## src/rtl/pid_dac_spi_if.sv

```systemverilog
// Sample handshake from the PID limiter and the 3-wire SPI + LDAC pins to the DAC.
interface pid_dac_spi_if #(
    parameter int In_width = 32
);
    logic [In_width-1:0] data;
    logic                valid;
    logic                ready;
    logic                sclk;
    logic                sdi;
    logic                csn;
    logic                ldacn;

    modport master (output data, valid, input ready, sclk, sdi, csn, ldacn);
    modport slave  (input data, valid, output ready, sclk, sdi, csn, ldacn);
endinterface

```

## src/rtl/pid_dac_spi.sv

```systemverilog
// PID output stage: saturate sample to DAC code, shift MSB-first over SPI, pulse LDAC.
// Optional code slew limiter: define PID_DAC_SLEW_LIMIT_EN.
module pid_dac_spi #(
    parameter int In_width   = 32,
    parameter int Width      = 16,
    parameter int Clk_div    = 4,
    parameter int Offset_bin = 1
) (
    input  logic             i_clkp,
    input  logic             i_rstn,
    pid_dac_spi_if.slave     bus,
    input  logic [Width-1:0] i_max_step,
    output logic [Width-1:0] o_code,
    output logic             o_busy
);
    localparam int DivW = (Clk_div > 1) ? $clog2(Clk_div) : 1;
    localparam int BitW = $clog2(Width);
    localparam logic [DivW-1:0]     DivLast = DivW'(Clk_div - 1);
    localparam logic [Width-1:0]    MsbMask = {1'b1, {(Width-1){1'b0}}};
    localparam logic [In_width-1:0] SatMax  = {{(In_width-Width+1){1'b0}}, {(Width-1){1'b1}}};
    localparam logic [In_width-1:0] SatMin  = {{(In_width-Width+1){1'b1}}, {(Width-1){1'b0}}};

    typedef enum logic [1:0] {IDLE, SHIFT, HOLD, LOAD} state_t;

    state_t            state_q, state_n;
    logic [DivW-1:0]   div_q, div_n;
    logic [BitW-1:0]   bit_q, bit_n;
    logic [Width-1:0]  pend_q, pend_n, code_n;
    logic              sclk_n, sdi_n, csn_n, ldacn_n, ready_n;
    logic [Width-1:0]  sat, raw_code, new_code;

    // Full-width signed compare before truncation to the DAC range.
    always_comb begin
        if ($signed(bus.data) > $signed(SatMax)) begin
            sat = SatMax[Width-1:0];
        end else if ($signed(bus.data) < $signed(SatMin)) begin
            sat = SatMin[Width-1:0];
        end else begin
            sat = bus.data[Width-1:0];
        end
        raw_code = (Offset_bin != 0) ? (sat ^ MsbMask) : sat;
    end

`ifdef PID_DAC_SLEW_LIMIT_EN
    // Limit in offset-binary order so one unsigned compare serves both code formats.
    localparam logic [Width-1:0] Flip = (Offset_bin != 0) ? '0 : MsbMask;
    logic [Width:0]   cur, tgt, hi, lo, step;
    logic [Width-1:0] lim;

    always_comb begin
        step = {1'b0, i_max_step};
        cur  = {1'b0, o_code ^ Flip};
        tgt  = {1'b0, raw_code ^ Flip};
        hi   = cur + step;
        if (hi[Width]) hi = {1'b0, {Width{1'b1}}};
        lo   = (cur > step) ? (cur - step) : '0;
        if (i_max_step == '0)  lim = tgt[Width-1:0];
        else if (tgt > hi)     lim = hi[Width-1:0];
        else if (tgt < lo)     lim = lo[Width-1:0];
        else                   lim = tgt[Width-1:0];
        new_code = lim ^ Flip;
    end
`else
    logic unused_max_step;
    assign unused_max_step = ^i_max_step;
    assign new_code        = raw_code;
`endif

    always_comb begin
        state_n = state_q;
        div_n   = div_q;
        bit_n   = bit_q;
        pend_n  = pend_q;
        code_n  = o_code;
        sclk_n  = bus.sclk;
        sdi_n   = bus.sdi;
        csn_n   = bus.csn;
        ldacn_n = bus.ldacn;
        ready_n = bus.ready;
        case (state_q)
            IDLE: begin
                if (bus.valid) begin
                    state_n = SHIFT;
                    div_n   = '0;
                    bit_n   = BitW'(Width - 1);
                    pend_n  = new_code;
                    sdi_n   = new_code[Width-1];
                    sclk_n  = 1'b0;
                    csn_n   = 1'b0;
                    ready_n = 1'b0;
                end
            end
            SHIFT: begin
                if (div_q == DivLast) begin
                    div_n = '0;
                    if (!bus.sclk) begin
                        sclk_n = 1'b1;
                    end else if (bit_q == '0) begin
                        state_n = HOLD;
                        sclk_n  = 1'b0;
                        sdi_n   = 1'b0;
                        csn_n   = 1'b1;
                    end else begin
                        bit_n  = bit_q - 1'b1;
                        sclk_n = 1'b0;
                        sdi_n  = pend_q[bit_n];
                    end
                end else begin
                    div_n = div_q + 1'b1;
                end
            end
            HOLD: begin
                if (div_q == DivLast) begin
                    div_n   = '0;
                    state_n = LOAD;
                    ldacn_n = 1'b0;
                end else begin
                    div_n = div_q + 1'b1;
                end
            end
            LOAD: begin
                if (div_q == DivLast) begin
                    div_n   = '0;
                    state_n = IDLE;
                    ldacn_n = 1'b1;
                    ready_n = 1'b1;
                    code_n  = pend_q;
                end else begin
                    div_n = div_q + 1'b1;
                end
            end
            default: state_n = IDLE;
        endcase
    end

    always_ff @(posedge i_clkp or negedge i_rstn) begin
        if (!i_rstn) begin
            state_q   <= IDLE;
            div_q     <= '0;
            bit_q     <= '0;
            pend_q    <= '0;
            o_code    <= '0;
            o_busy    <= 1'b0;
            bus.sclk  <= 1'b0;
            bus.sdi   <= 1'b0;
            bus.csn   <= 1'b1;
            bus.ldacn <= 1'b1;
            bus.ready <= 1'b1;
        end else begin
            state_q   <= state_n;
            div_q     <= div_n;
            bit_q     <= bit_n;
            pend_q    <= pend_n;
            o_code    <= code_n;
            o_busy    <= ~ready_n;
            bus.sclk  <= sclk_n;
            bus.sdi   <= sdi_n;
            bus.csn   <= csn_n;
            bus.ldacn <= ldacn_n;
            bus.ready <= ready_n;
        end
    end
endmodule
```

## src/flat_wrapper.sv

```systemverilog
// flat-port wrapper written by rule: the top's interface ports become plain ports
module pid_dac_spi_flat 
#(
    parameter int In_width   = 32,
    parameter int Width      = 16,
    parameter int Clk_div    = 4,
    parameter int Offset_bin = 1
)
  (i_clkp, i_rstn, i_max_step, o_code, o_busy, bus_data, bus_valid, bus_ready, bus_sclk, bus_sdi, bus_csn, bus_ldacn);
  pid_dac_spi_if #(.In_width(In_width)) bus_i ();
  input  logic i_clkp;
  input  logic i_rstn;
  input  logic [Width-1:0] i_max_step;
  output logic [Width-1:0] o_code;
  output logic o_busy;
  input wire logic [$bits(bus_i.data)-1:0] bus_data;
  input wire logic [$bits(bus_i.valid)-1:0] bus_valid;
  output wire logic [$bits(bus_i.ready)-1:0] bus_ready;
  output wire logic [$bits(bus_i.sclk)-1:0] bus_sclk;
  output wire logic [$bits(bus_i.sdi)-1:0] bus_sdi;
  output wire logic [$bits(bus_i.csn)-1:0] bus_csn;
  output wire logic [$bits(bus_i.ldacn)-1:0] bus_ldacn;
  assign bus_i.data = bus_data;
  assign bus_i.valid = bus_valid;
  assign bus_ready = bus_i.ready;
  assign bus_sclk = bus_i.sclk;
  assign bus_sdi = bus_i.sdi;
  assign bus_csn = bus_i.csn;
  assign bus_ldacn = bus_i.ldacn;
  pid_dac_spi #(.In_width(In_width), .Width(Width), .Clk_div(Clk_div), .Offset_bin(Offset_bin)) u_core (.i_clkp(i_clkp), .i_rstn(i_rstn), .bus(bus_i), .i_max_step(i_max_step), .o_code(o_code), .o_busy(o_busy));
endmodule
```

## config.mk

```make
export PLATFORM = sky130hd
export DESIGN_NAME = pid_dac_spi_flat
export DESIGN_NICKNAME = d
export VERILOG_FILES = /design/src/rtl/pid_dac_spi_if.sv /design/src/rtl/pid_dac_spi.sv /design/src/flat_wrapper.sv
export SDC_FILE = /design/constraint.sdc
export NUM_CORES = 1
export LEC_CHECK = 0
export ABC_CLOCK_PERIOD_IN_PS = 2700
export CAP_MARGIN = 10
export CELL_PAD_IN_SITES_DETAIL_PLACEMENT = 0
export CELL_PAD_IN_SITES_GLOBAL_PLACEMENT = 1
export CORE_AREA = 2 2 105 66
export DETAILED_ROUTE_END_ITERATION = 8
export DIE_AREA = 0 0 107 68
export GPL_TIMING_DRIVEN = 0
export PLACE_DENSITY = 0.93
export SETUP_SLACK_MARGIN = 0.02
export SYNTH_ARGS = -nofsm -noshare
export SYNTH_HDL_FRONTEND = slang
export SYNTH_SLANG_ARGS = --single-unit
```

## constraint.sdc

```tcl
create_clock -name i_clkp -period 2.7 [get_ports i_clkp]
set_input_delay 0.54 -clock i_clkp [delete_from_list [all_inputs] [get_ports i_clkp]]
set_output_delay 0.54 -clock i_clkp [all_outputs]
set_load 0.005 [all_outputs]
```

Yosys cells after proc, flatten, opt, wreduce, memory -nomap -nowiden. Cells that the tools add are included.

Output and inout bits: 22. Input bits: 51. Word-level logic and storage cells: 80. Bits in registers: 46.

Add/subtract/negate cells: 2. Muxes and demuxes: 38. $lt $le $gt $ge: 3. Equal/unequal tests: 11. Bitwise gates (word level): 2. Reduce and logical (&&, ||, !) cells: 13.

Operators by type and width (count): greater-than comparator 32 x 16 -> 1 bit (second input constant) (1); < comparator 32 x 16 -> 1 bit (second input constant) (1); two-way mux 16 bit (2); two-way mux 2 bit (8); two-way mux 4 bit (4); two-way mux 1 bit (15); != test 2 x 1 -> 1 bit (second input constant) (5); case mux 1 bit (2 select lines) (5); AND reduction 5 bit (2); case mux 2 bit (4 select lines) (1); case mux 4 bit (2 select lines) (1); equality test 2 bit (second input constant) (3); AND reduction 3 bit (2); AND reduction 6 bit (1); < comparator 4 x 5 -> 1 bit (second input constant) (1); binary-select mux 1 bit (select 4 bit) (1); zero test 4 bit (1); != test 2 bit (second input constant) (2); case mux 2 bit (2 select lines) (1); AND reduction 2 bit (2); AND reduction 4 bit (1); nonzero test 2 bit (2); subtractor 4 x 1 -> 4 bit (second input constant) (1); OR reduction 3 bit (1); 4 further kinds (5).

Longest topological paths before layout. Gate-level depths: netlist of the first run.

Depth after elaboration: 7. Depth in mapped cells: 8. Depth with buffers taken out: 6.

Least setup slack after synthesis of the first run. OpenSTA, ideal clock, no wires.

Path kind: reg2reg. Start point: register u_core.bit_q[0]. End point: register u_core.state_q[1]. Clock period less this slack: 1798 ps. Stages on the path, launching flop included: 8. Arrival: 1673 ps. Path slack: 902 ps. Setup time: 125 ps. Path through: dfrtp_1 > buf_6 > inv_1 > ha_1 > or3b_4 > o21ai_2 > o211ai_2 > mux2_4.

Longest elaborated chain between the ends: 3.

Ends and longest elaborated chain: start, declared (line pid_dac_spi.sv:27) `logic [BitW-1:0] bit_q, bit_n;`; start signal, assigned (line pid_dac_spi.sv:152) `bit_q <= bit_n;`; zero test 4 bit (line pid_dac_spi.sv:98) `end else if (bit_q == '0) begin`; != test 2 x 1 -> 1 bit (no source line); AND reduction 6 bit (no source line); end signal, assigned (line pid_dac_spi.sv:150) `state_q <= state_n;`; end, declared (line pid_dac_spi.sv:25) `state_t state_q, state_n;`.

No other way between the ends. A chain may end at the register's enable or synchronous reset.

Worst setup path after layout of the first run.
Start point: input bus_data[22]. End point: register u_core.pend_q[7].

Longest elaborated chain between the ends: 3. Elaborated cells on any way between the ends: 4. Those cells by class: 2 x order compare; 2 x mux.

Ends and longest elaborated chain: start, declared (line flat_wrapper.sv:16) `input wire logic [$bits(bus_i.data)-1:0] bus_data;`; < comparator 32 x 16 -> 1 bit (line pid_dac_spi.sv:36) `end else if ($signed(bus.data) < $signed(SatMin)) begin`; two-way mux 16 bit (line pid_dac_spi.sv:36); two-way mux 16 bit (*) (line pid_dac_spi.sv:34) `if ($signed(bus.data) > $signed(SatMax)) begin`; end signal, assigned (line pid_dac_spi.sv:153) `pend_q <= pend_n;`; end, declared (line pid_dac_spi.sv:28) `logic [Width-1:0] pend_q, pend_n, code_n;`.

Every way passes the cells marked *; elsewhere a longest branch is shown, timed or not.

==> results.md, run 1 <==
- GR Util met2: 0.271
- Clk pin slew, worst setup/hold paths: 0.09 ns
- Root Buffer: clkbuf_8
- Crit path launch type: input pin
- MaxCap Viol Count: 0
- Syn Nets: 266
- Synthesized area: 0.00233 mm2
- Leakage: 1.36 nW
- EDFF count, synth: 0
- GP Congestion: 0.750
- Largest net degree at the start of global routing: 30
- Worst Setup End Kind: flop
- Die width: 107 um
- Finished Cell Area: 0.00312 mm2
- CP Class: in -> reg
- Final min period: 2.11 ns
- Core area: 0.00642 mm2
- First-pass GRT wire length: 9380 um
- CTS max path bufs: 2
- Grt ovf: 0
- Cells along the critical path: clkdlybuf4s50_1, nor4_1, a41oi_1, clkbuf_1, nor2_1, o21ai_2
- Area delta synth->final: 34.1%
- Pre-Repair DR Iteration Count: 4
- Top Usage Layer GRT: met2
- DR WL/cell: 15.5 um
- Io pins: 73
- FF+latch count, synth: 46
- Crit path buffers/inverters: 2
- Placed instance count: 353
- Fin crit share: 0.781
- Clock Latency Late Sink: 0.30 ns
- Slew @ Worst Pin: 0.676 ns
- CTS tree: built
- Post-DP Area: 0.00301 mm2
- Share of layout cells above drive strength 1: 0.190
- Vias post-DR: 1860
- CTS Buf Count: 5
- Distinct cells, synth: 46
- Max-slew violations: 0
- M1 GR Usage: 0.223
- Initial antenna violation count: 0
- DIE HEIGHT: 68 um
- Clk_skew: 0.00586 ns
- Syn avg cell area: 11.1 um2
- Drt drc: 0
- Final setup fails: 0
- Worst Path Arrival: 2.34 ns
- Slowest-stage cell, CP: a41oi_1
- Yosys warns: 0
- Cells on worst reg2reg path: 5
- Setup TNS: 0 ns
- Final std cells w/o fill: 361
- CP peak stage delay: 0.57 ns
- Grt met3 use: 0.0543
- Port buffer count: 56
- Pre-CTS WS: 0.265 ns
- Nets: 330
- Post-synthesis sequential area ratio: 0.496
- CTS Hold Bufs: 0
- Routed WL: 5580 um
- Slew headroom: 0.544
- Dpl hpwl: 4220 um
- RSZ-0062 raised after global routing: false
- Final hold slack: 0.176 ns
- Setup ws final: 0.592 ns
- Delay-heaviest family, CP: buffers and inverters
- Total die area: 0.00728 mm2
- Post-CTS Resized: 0
- Global-route usage over all layers: 0.167
- Post-synth ARST share: 1.00
- CP max FO: 10
- Final hold vios: 0
- Post-CTS Setup Inserts: 0
- # diodes: 0
- Status: finished, final reports clean
- Peak supply drop: 0.339 mV
- Routed Antenna Nets: 0
- Initial drt markers: 94
- Power density over cell area: 922 mW/mm2
- Hold Crit Class: in -> async
- Post-Synthesis Cells: 209
- Req. time, crit path: 2.93 ns
- Vias per inst: 5.15
- Clk sinks: 46
- Initial core utilization: 0.363
- Htree depth: 2
- Num rows: 23
- RR Startpoint: u_core.div_q[0]
- Fmax: 474 MHz
- R2r setup slk: 0.72 ns
- Vias in the first global route: 1964
- Synth Flop Type: dfrtp_1
- Reg-to-reg endpoint: u_core.o_code[14]
==> final cells by class <==
class | instances | area (um2)
repair buffers | 57 | 576
well taps | 87 | 109
plain buffers | 10 | 63.8
inverters | 7 | 26.3
multi-input cells | 146 | 1080
flip-flops and latches | 46 | 1150
clock buffers | 6 | 72.6
clock inverters | 2 | 37.5
fillers | 583 | 3300
==> metrics by stage <==
step	power [W]	utilization
after detailed placement	0.00239	0.469
after floorplan	0.00192	-
final	0.00288	0.486
after CTS	0.00290	0.486
after global routing	0.00309	0.486
after global placement	0.00233	0.467
==> registers in the layout, summed over array words and instances, names as in the netlist <==
register          count
u_core.bus.ready      1
u_core.pend_q        16
u_core.bus.ldacn      1
u_core.o_busy         1
u_core.bit_q          4
u_core.bus.sclk       1
u_core.bus.sdi        1
u_core.state_q        2
u_core.div_q          2
u_core.o_code        16
u_core.bus.csn        1
==> report_power, final <==
group          total, W  switching (W)  leakage, nW  internal [W]
Combinational   0.00126       0.000603        0.733      0.000656
Sequential      0.00111       0.000174        0.573      0.000938
Clock          0.000507       0.000231       0.0514      0.000276
Total           0.00288        0.00101         1.36       0.00187
==> worst max-delay path by stage <==
stage	endpoint	startpoint	cells past startpoint
after detailed placement	u_core.pend_q[7]	bus_data[28]	6
after global routing	u_core.pend_q[7]	bus_data[26]	6
after global placement	u_core.o_code[5]	i_rstn	1
after floorplan	u_core.state_q[1]	u_core.bit_q[0]	7
after CTS	u_core.pend_q[7]	bus_data[28]	6
final	u_core.pend_q[7]	bus_data[22]	6
==> cells in the final DEF (no fill, tap or decap), types with 2 or more instances in the layout <==
cell             netlist  layout
a21oi_1                2       2
buf_2                  3       4
buf_6                  3       3
clkbuf_1               3       4
clkbuf_8               0       5
clkdlybuf4s50_1        0      55
dfrtp_1               43      43
dfstp_2                3       3
ha_1                   6       6
inv_1                  7       7
mux2_1                 7       7
mux2_2                10      10
mux2i_1                4       4
mux4_2                 4       4
nand2_1               27      27
nand4_1                6       6
nor2_1                21      21
nor3_1                 2       2
nor3b_1                2       2
nor4_1                 5       5
o211ai_2               2       2
o21ai_0                8       8
o21ai_1                6       6
o21ai_2               11      11
==> synth_stat cells (2+ instances only) <==
cell type,instances,area [um2]
dfrtp_1,43,1080
nand2_1,27,101
nor2_1,21,78.8
o21ai_2,11,96.3
mux2_2,10,113
o21ai_0,8,40.0
inv_1,7,26.3
mux2_1,7,78.8
ha_1,6,75.1
nand4_1,6,37.5
o21ai_1,6,30.0
nor4_1,5,31.3
mux2i_1,4,40.0
mux4_2,4,90.1
buf_2,3,15.0
buf_6,3,33.8
clkbuf_1,3,11.3
dfstp_2,3,78.8
a21oi_1,2,10.0
nor3_1,2,10.0
nor3b_1,2,15.0
o211ai_2,2,25.0
==> cells by family (layout without fill, tap and decap cells) <==
kind of cell,Yosys count,count (layout),share of synthesized area
AO/OA/AOI/OAI,39,39,0.124
adder cells (fa/ha/maj),6,6,0.0323
multiplexers,26,26,0.145
AND/OR/NAND/NOR,73,73,0.157
buffers and inverters,17,82,0.0387
flip-flops,46,46,0.496
XOR/XNOR,2,2,0.00753
==> metal layers <==
metal | wire, um | vias to the layer above
li1 | - | 877
met1 | 2760 | 918
met2 | 2350 | 60
met3 | 440 | 5
met4 | 39 | 0
met5 | 0 | -
Note: power is estimated with default switching activity, not from simulation.
==> run 2, diff against run 1 <==
- ABC_CLOCK_PERIOD_IN_PS: 2700 -> 2200
- CORE_AREA: 2 2 105 66 -> 2 2 109 69
- DIE_AREA: 0 0 107 68 -> 0 0 111 71
- PLACE_DENSITY: 0.93 -> 0.87
- clock period: 2.7 -> 2.2 ns (I/O delays scaled with it)
==> run 2 against run 1 <==
Effect of this change: critical path depth stayed put; die area grew 8.3%; sequential cell count unchanged; power rose by 26%; global-route usage is 2.8 points lower; largest cell class unchanged; largest power group unchanged.
==> results.md, run 2 (synthesized netlist as in run 1, its figures left out) <==
- Vias in the first global route: 1763 (-10%)
- Final hold slack: 0.0584 ns (-0.118 ns)
- Die width: 111 um (+3.7%)
- Initial antenna violation count: 0 (unchanged)
- Share of layout cells above drive strength 1: 0.193 (+0.00365)
- Dpl hpwl: 4000 um (-5.1%)
- Final std cells w/o fill: 365 (+1.1%)
- Req. time, crit path: 2.38 ns (-0.55 ns)
- Final setup fails: 0 (unchanged)
- Routed Antenna Nets: 0 (unchanged)
- Most common cell after layout, fill and taps aside: clkdlybuf4s50_1
- Placed instance count: 357 (+1.1%)
- Setup TNS: 0 ns (unchanged)
- Global-route usage over all layers: 0.139 (-0.0282)
- CTS Hold Bufs: 0 (unchanged)
- Vias per inst: 4.93 (-4.3%)
- Vias post-DR: 1799 (-3.3%)
- Largest net degree at the start of global routing: 34 (+13%)
- Root Buffer: clkbuf_16
- # diodes: 0 (unchanged)
- Slowest-stage cell, CP: clkdlybuf4s50_1
- Util after Layout: 0.456 (-0.0305)
- Hold Crit Class: in -> async
- Pre-CTS WS: -0.0591 ns (-0.324 ns)
- CTS tree: built
- Slew @ Worst Pin: 0.558 ns (-0.117 ns)
- Fin crit share: 0.892
- Clk_skew: 0.00413 ns (-0.00173 ns)
- Largest registers: u_core.o_code: 16 flops, u_core.pend_q: 16 flops, u_core.bit_q: 4 flops
- Leakage: 1.38 nW (+1.4%)
- Final min period: 1.96 ns
- Peak supply drop: 0.465 mV (+37%)
- CP max FO: 10 (unchanged)
- CTS Buf Count: 5 (unchanged)
- Routed WL: 5290 um (-5.2%)
- Clock Latency Late Sink: 0.29 ns (about the same)
- MaxCap Viol Count: 0 (unchanged)
- First-pass GRT wire length: 8720 um (-7.0%)
- Setup ws final: 0.237 ns (-0.355 ns)
- Core area: 0.00694 mm2 (+8.1%)
- CP Class: in -> reg
- Max-slew violations: 0 (unchanged)
- Fmax: 510 MHz
- Clk pin slew, worst setup/hold paths: 0.06 ns (-0.03 ns)
- Worst Path Arrival: 2.14 ns (-0.20 ns)
- GP Congestion: 0.856 (+14%)
- Port buffer count: 56 (unchanged)
- Clk sinks: 46 (unchanged)
- Grt ovf: 0 (unchanged)
- Nets: 330 (unchanged)
- Crit path launch type: input pin
- Initial drt markers: 68 (-28%)
- Final hold vios: 0 (unchanged)
- Slew headroom: 0.623 (+0.0793)
- Status: finished, final reports clean
- Crit path buffers/inverters: 2 (unchanged)
- RSZ-0062 raised after global routing: false
- Area delta synth->final: 35.9%
- Num rows: 24 (+4.3%)
- Leading cell types in the layout, fill and taps excluded: clkdlybuf4s50_1, dfrtp_1, nand2_1
- DIE HEIGHT: 71 um (+4.4%)
- Cells along the critical path: clkdlybuf4s50_1, nor4_1, a41oi_1, clkbuf_1, nor2_1, o21ai_2
- CP peak stage delay: 0.42 ns (-0.15 ns)
- Total die area: 0.00788 mm2 (+8.3%)
- Initial core utilization: 0.335 (-0.0271)
- Power density over cell area: 1150 mW/mm2 (+25%)
- CTS max path bufs: 2 (unchanged)
- Worst Setup End Kind: flop
- Io pins: 73 (unchanged)
- Post-CTS Setup Inserts: 0 (unchanged)
- Pre-Repair DR Iteration Count: 4 (unchanged)
- Htree depth: 2 (unchanged)
- Post-CTS Resized: 0 (unchanged)
- Filler cells: 655 (+12%)
- Delay-heaviest family, CP: buffers and inverters
- Drt drc: 0 (unchanged)
- DR WL/cell: 14.5 um (-6.3%)
-- run 2: cell types whose count changed in the layout (fill, tap and decap cells not counted), sizes merged --
cell | before | now
bufinv | 1 | 0
clkinv | 0 | 2
clkbuf | 9 | 8
-- run 2: through the flow --
stage	power, W	instance area [um2]
detailed placement	0.00291	3020
global placement	0.00286	3000
global route	0.00390	3160
floorplan	0.00235	2330
CTS	0.00366	3160
finish	0.00364	3160
-- run 2: path summary, 6_finish.rpt --
path | to | start | depth (start not counted) | slack, ns
setup / recovery | u_core.pend_q[8] | bus_data[21] | 6 | 0.24
hold / removal | u_core.state_q[1] | i_rstn | 1 | 0.06
setup reg to reg | u_core.o_code[12] | u_core.div_q[0] | 5 | 0.25
hold reg to reg | u_core.bus.ldacn | u_core.bus.ldacn | 2 | 0.46
max in group asynchronous | u_core.bus.ldacn | i_rstn | 2 | 1.59
min in group i_clkp | u_core.bus.ldacn | u_core.bus.ldacn | 2 | 0.46
-- run 2: cell type report --
cell class | instances | area [um2] | share of cell area
sequential | 46 | 1150 | 0.365
multi-input combinational | 146 | 1080 | 0.342
timing repair buffer | 57 | 576 | 0.182
clock buffer | 5 | 125 | 0.0396
tap | 91 | 114 | 0.0360
buffer | 10 | 63.8 | 0.0202
inverter | 7 | 26.3 | 0.00831
clock inverter | 3 | 21.3 | 0.00672
-- run 2: power by group --
| part | internal, W | switching [W] |
|---|---|---|
| clock | 0.000421 | 0.000324 |
| sequential | 0.00115 | 0.000210 |
| combinational | 0.000803 | 0.000726 |
-- run 2: per-layer routing --
| layer | vias to the layer above | wire, um | global-route usage |
|---|---|---|---|
| met2 | 44 | 2360 | 0.211 |
| li1 | 879 | - | - |
| met3 | 5 | 218 | 0.0317 |
| met4 | 0 | 44 | 0.0403 |
| met1 | 871 | 2670 | 0.201 |
| met5 | - | 0 | 0 |
==> run 3, diff against run 2 <==
- CORE_AREA: 2 2 109 69 -> 10 10 117 77
- DIE_AREA: 0 0 111 71 -> 0 0 127 87
==> run 3 against run 2 <==
Effect of this change: clock power increased by 13%; maximum frequency is 0.68% lower; critical path type unchanged; clock skew is 0.0016 ns higher; critical endpoint unchanged; combinational power about the same.
==> results.md, run 3 (synthesized netlist as in run 1, its figures left out) <==
- Cells along the critical path: clkdlybuf4s50_1, nor4_1, a41oi_1, clkbuf_1, nor2_1, o21ai_2
- Vias per inst: 4.96 (+0.61%)
- Slew @ Worst Pin: 0.602 ns (+0.0441 ns)
- Worst Path Arrival: 2.19 ns (+0.05 ns)
- Initial antenna violation count: 0 (unchanged)
- RSZ-0062 raised after global routing: false
- MaxCap Viol Count: 0 (unchanged)
- Vias in the first global route: 1881 (+6.7%)
- Largest registers: u_core.o_code: 16 flops, u_core.pend_q: 16 flops, u_core.bit_q: 4 flops
- Clock Latency Late Sink: 0.29 ns (about the same)
- Comb power frac: 0.409 (-0.011)
- Worst Setup End Kind: flop
- Slowest-stage cell, CP: a41oi_1
- Clk_skew: 0.00575 ns (+0.00162 ns)
- Pre-Repair DR Iteration Count: 6 (+2)
- Post-CTS Resized: 0 (unchanged)
- Post-CTS Setup Inserts: 0 (unchanged)
- Fin crit share: 0.898 (+0.00615)
- Fmax: 506 MHz (-0.68%)
- Switching Share: 0.335 (-0.0121)
- First-pass GRT wire length: 9580 um (+9.9%)
- Filler cells: 653 (-0.31%)
- Largest net degree at the start of global routing: 37 (+8.8%)
- Vias post-DR: 1810 (+0.61%)
- Area delta synth->final: 36.6%
- Initial drt markers: 70 (+2.9%)
- Slew headroom: 0.593 (-0.0298)
- Io pins: 73 (unchanged)
- CTS tree: built
- Delay-heaviest family, CP: buffers and inverters
- Crit path launch type: input pin
- Internal Pwr Total: 0.00249 W (+5.0%)
- Port buffer count: 56 (unchanged)
- Share of layout cells above drive strength 1: 0.186 (-0.00730)
- CTS Hold Bufs: 0 (unchanged)
- Die width: 127 um (+14%)
- Routed Antenna Nets: 0 (unchanged)
- Final setup fails: 0 (unchanged)
- CTS max path bufs: 2 (unchanged)
- Htree depth: 2 (unchanged)
- Leakage: 1.38 nW (+0.60%)
- Total die area: 0.0110 mm2 (+40%)
- GP Congestion: 0.775 (-9.6%)
- Clock share of power: 0.225 (+0.020)
- Initial core utilization: 0.334 (-0.00145)
- Peak supply drop: 0.407 mV (-12%)
- CP Class: in -> reg
- # diodes: 0 (unchanged)
- CTS Buf Count: 5 (unchanged)
- Setup TNS: 0 ns (unchanged)
- Routed WL: 5920 um (+12%)
- Status: finished, final reports clean
- Hold Crit Class: in -> async
- Final hold vios: 0 (unchanged)
- Dpl hpwl: 4600 um (+15%)
- Grt ovf: 0 (unchanged)
- CP peak stage delay: 0.53 ns (+0.11 ns)
- Num rows: 24 (unchanged)
- DR WL/cell: 16.2 um (+12%)
- Max-slew violations: 0 (unchanged)
- Nets: 330 (unchanged)
- Power density over cell area: 1180 mW/mm2 (+2.5%)
- Most common cell after layout, fill and taps aside: clkdlybuf4s50_1
- Drt drc: 0 (unchanged)
- Clk sinks: 46 (unchanged)
- Global-route usage over all layers: 0.108 (-0.0312)
- Clk pin slew, worst setup/hold paths: 0.06 ns (about the same)
- Critical Path Stages: 6 (unchanged)
- Crit path buffers/inverters: 2 (unchanged)
- Req. time, crit path: 2.42 ns (+0.04 ns)
- Root Buffer: clkbuf_16
- Final min period: 1.98 ns (+0.0135 ns)
- Core area: 0.00697 mm2 (+0.43%)
- Cells on worst reg2reg path: 7 (+2)
- DIE HEIGHT: 87 um (+23%)
- CP max FO: 10 (unchanged)
- Flop pwr share: 0.366 (-0.009)
- P_sw: 0.00125 W (-0.53%)
- Leading cell types in the layout, fill and taps excluded: clkdlybuf4s50_1, dfrtp_1, nand2_1
- Post-layout power: 0.00375 W (+3.1%)
-- run 3: cell types whose count changed in the layout (fill, tap and decap cells not counted), sizes merged --
cell,change
bufinv,+1
clkbuf,+2
clkinvlp,-1
clkinv,-2
-- run 3: metal layers --
layer	share of wire	vias to the layer above	track usage
met5	0	-	0
met4	0.013	0	0.0371
met3	0.048	8	0.0335
met2	0.47	31	0.173
met1	0.47	888	0.134
li1	-	883	-
-- run 3: layout make-up --
type	count	area [um2]	share of cell area
Buffer	10	63.8	0.0201
Clock buffer	7	133	0.0417
Clock inverter	1	30.0	0.00945
Inverter	7	26.3	0.00826
Multi-Input combinational cell	146	1080	0.340
Sequential cell	46	1150	0.363
Tap cell	91	114	0.0358
Timing Repair Buffer	57	576	0.181
-- run 3: path summary, 6_finish.rpt --
path                                   from                end  slack, ns
min in group i_clkp        u_core.bus.ldacn   u_core.bus.ldacn       0.47
max in group asynchronous            i_rstn   u_core.bus.ldacn       1.63
hold / removal                       i_rstn   u_core.o_code[5]       0.02
hold reg to reg            u_core.bus.ldacn   u_core.bus.ldacn       0.47
setup / recovery               bus_data[29]   u_core.pend_q[8]       0.22
setup reg to reg            u_core.bit_q[0]  u_core.state_q[1]       0.31
-- run 3: power groups by stage --
stage / registers (W) / logic (W) / clock network (W)
global placement: 0.00137 / 0.00151 / 0
finish: 0.00137 / 0.00153 / 0.000843
CTS: 0.00137 / 0.00155 / 0.000861
global route: 0.00142 / 0.00170 / 0.000896
detailed placement: 0.00139 / 0.00154 / 0
floorplan: 0.00133 / 0.00103 / 0
-- run 3: per-stage QoR --
step	cell area, um2	cells	utilization	hold WS (ns)	worst slack (ns)
3_5_place_dp	3020	357	0.433	0.332	-0.0726
2_1_floorplan	2330	209	-	0.144	0.402
5_1_grt	3180	365	0.456	0.0343	0.0888
4_1_cts	3180	365	0.456	0.0258	0.218
3_3_place_gp	3000	356	0.431	0.452	-0.554
6_report	3180	365	0.456	0.0173	0.224
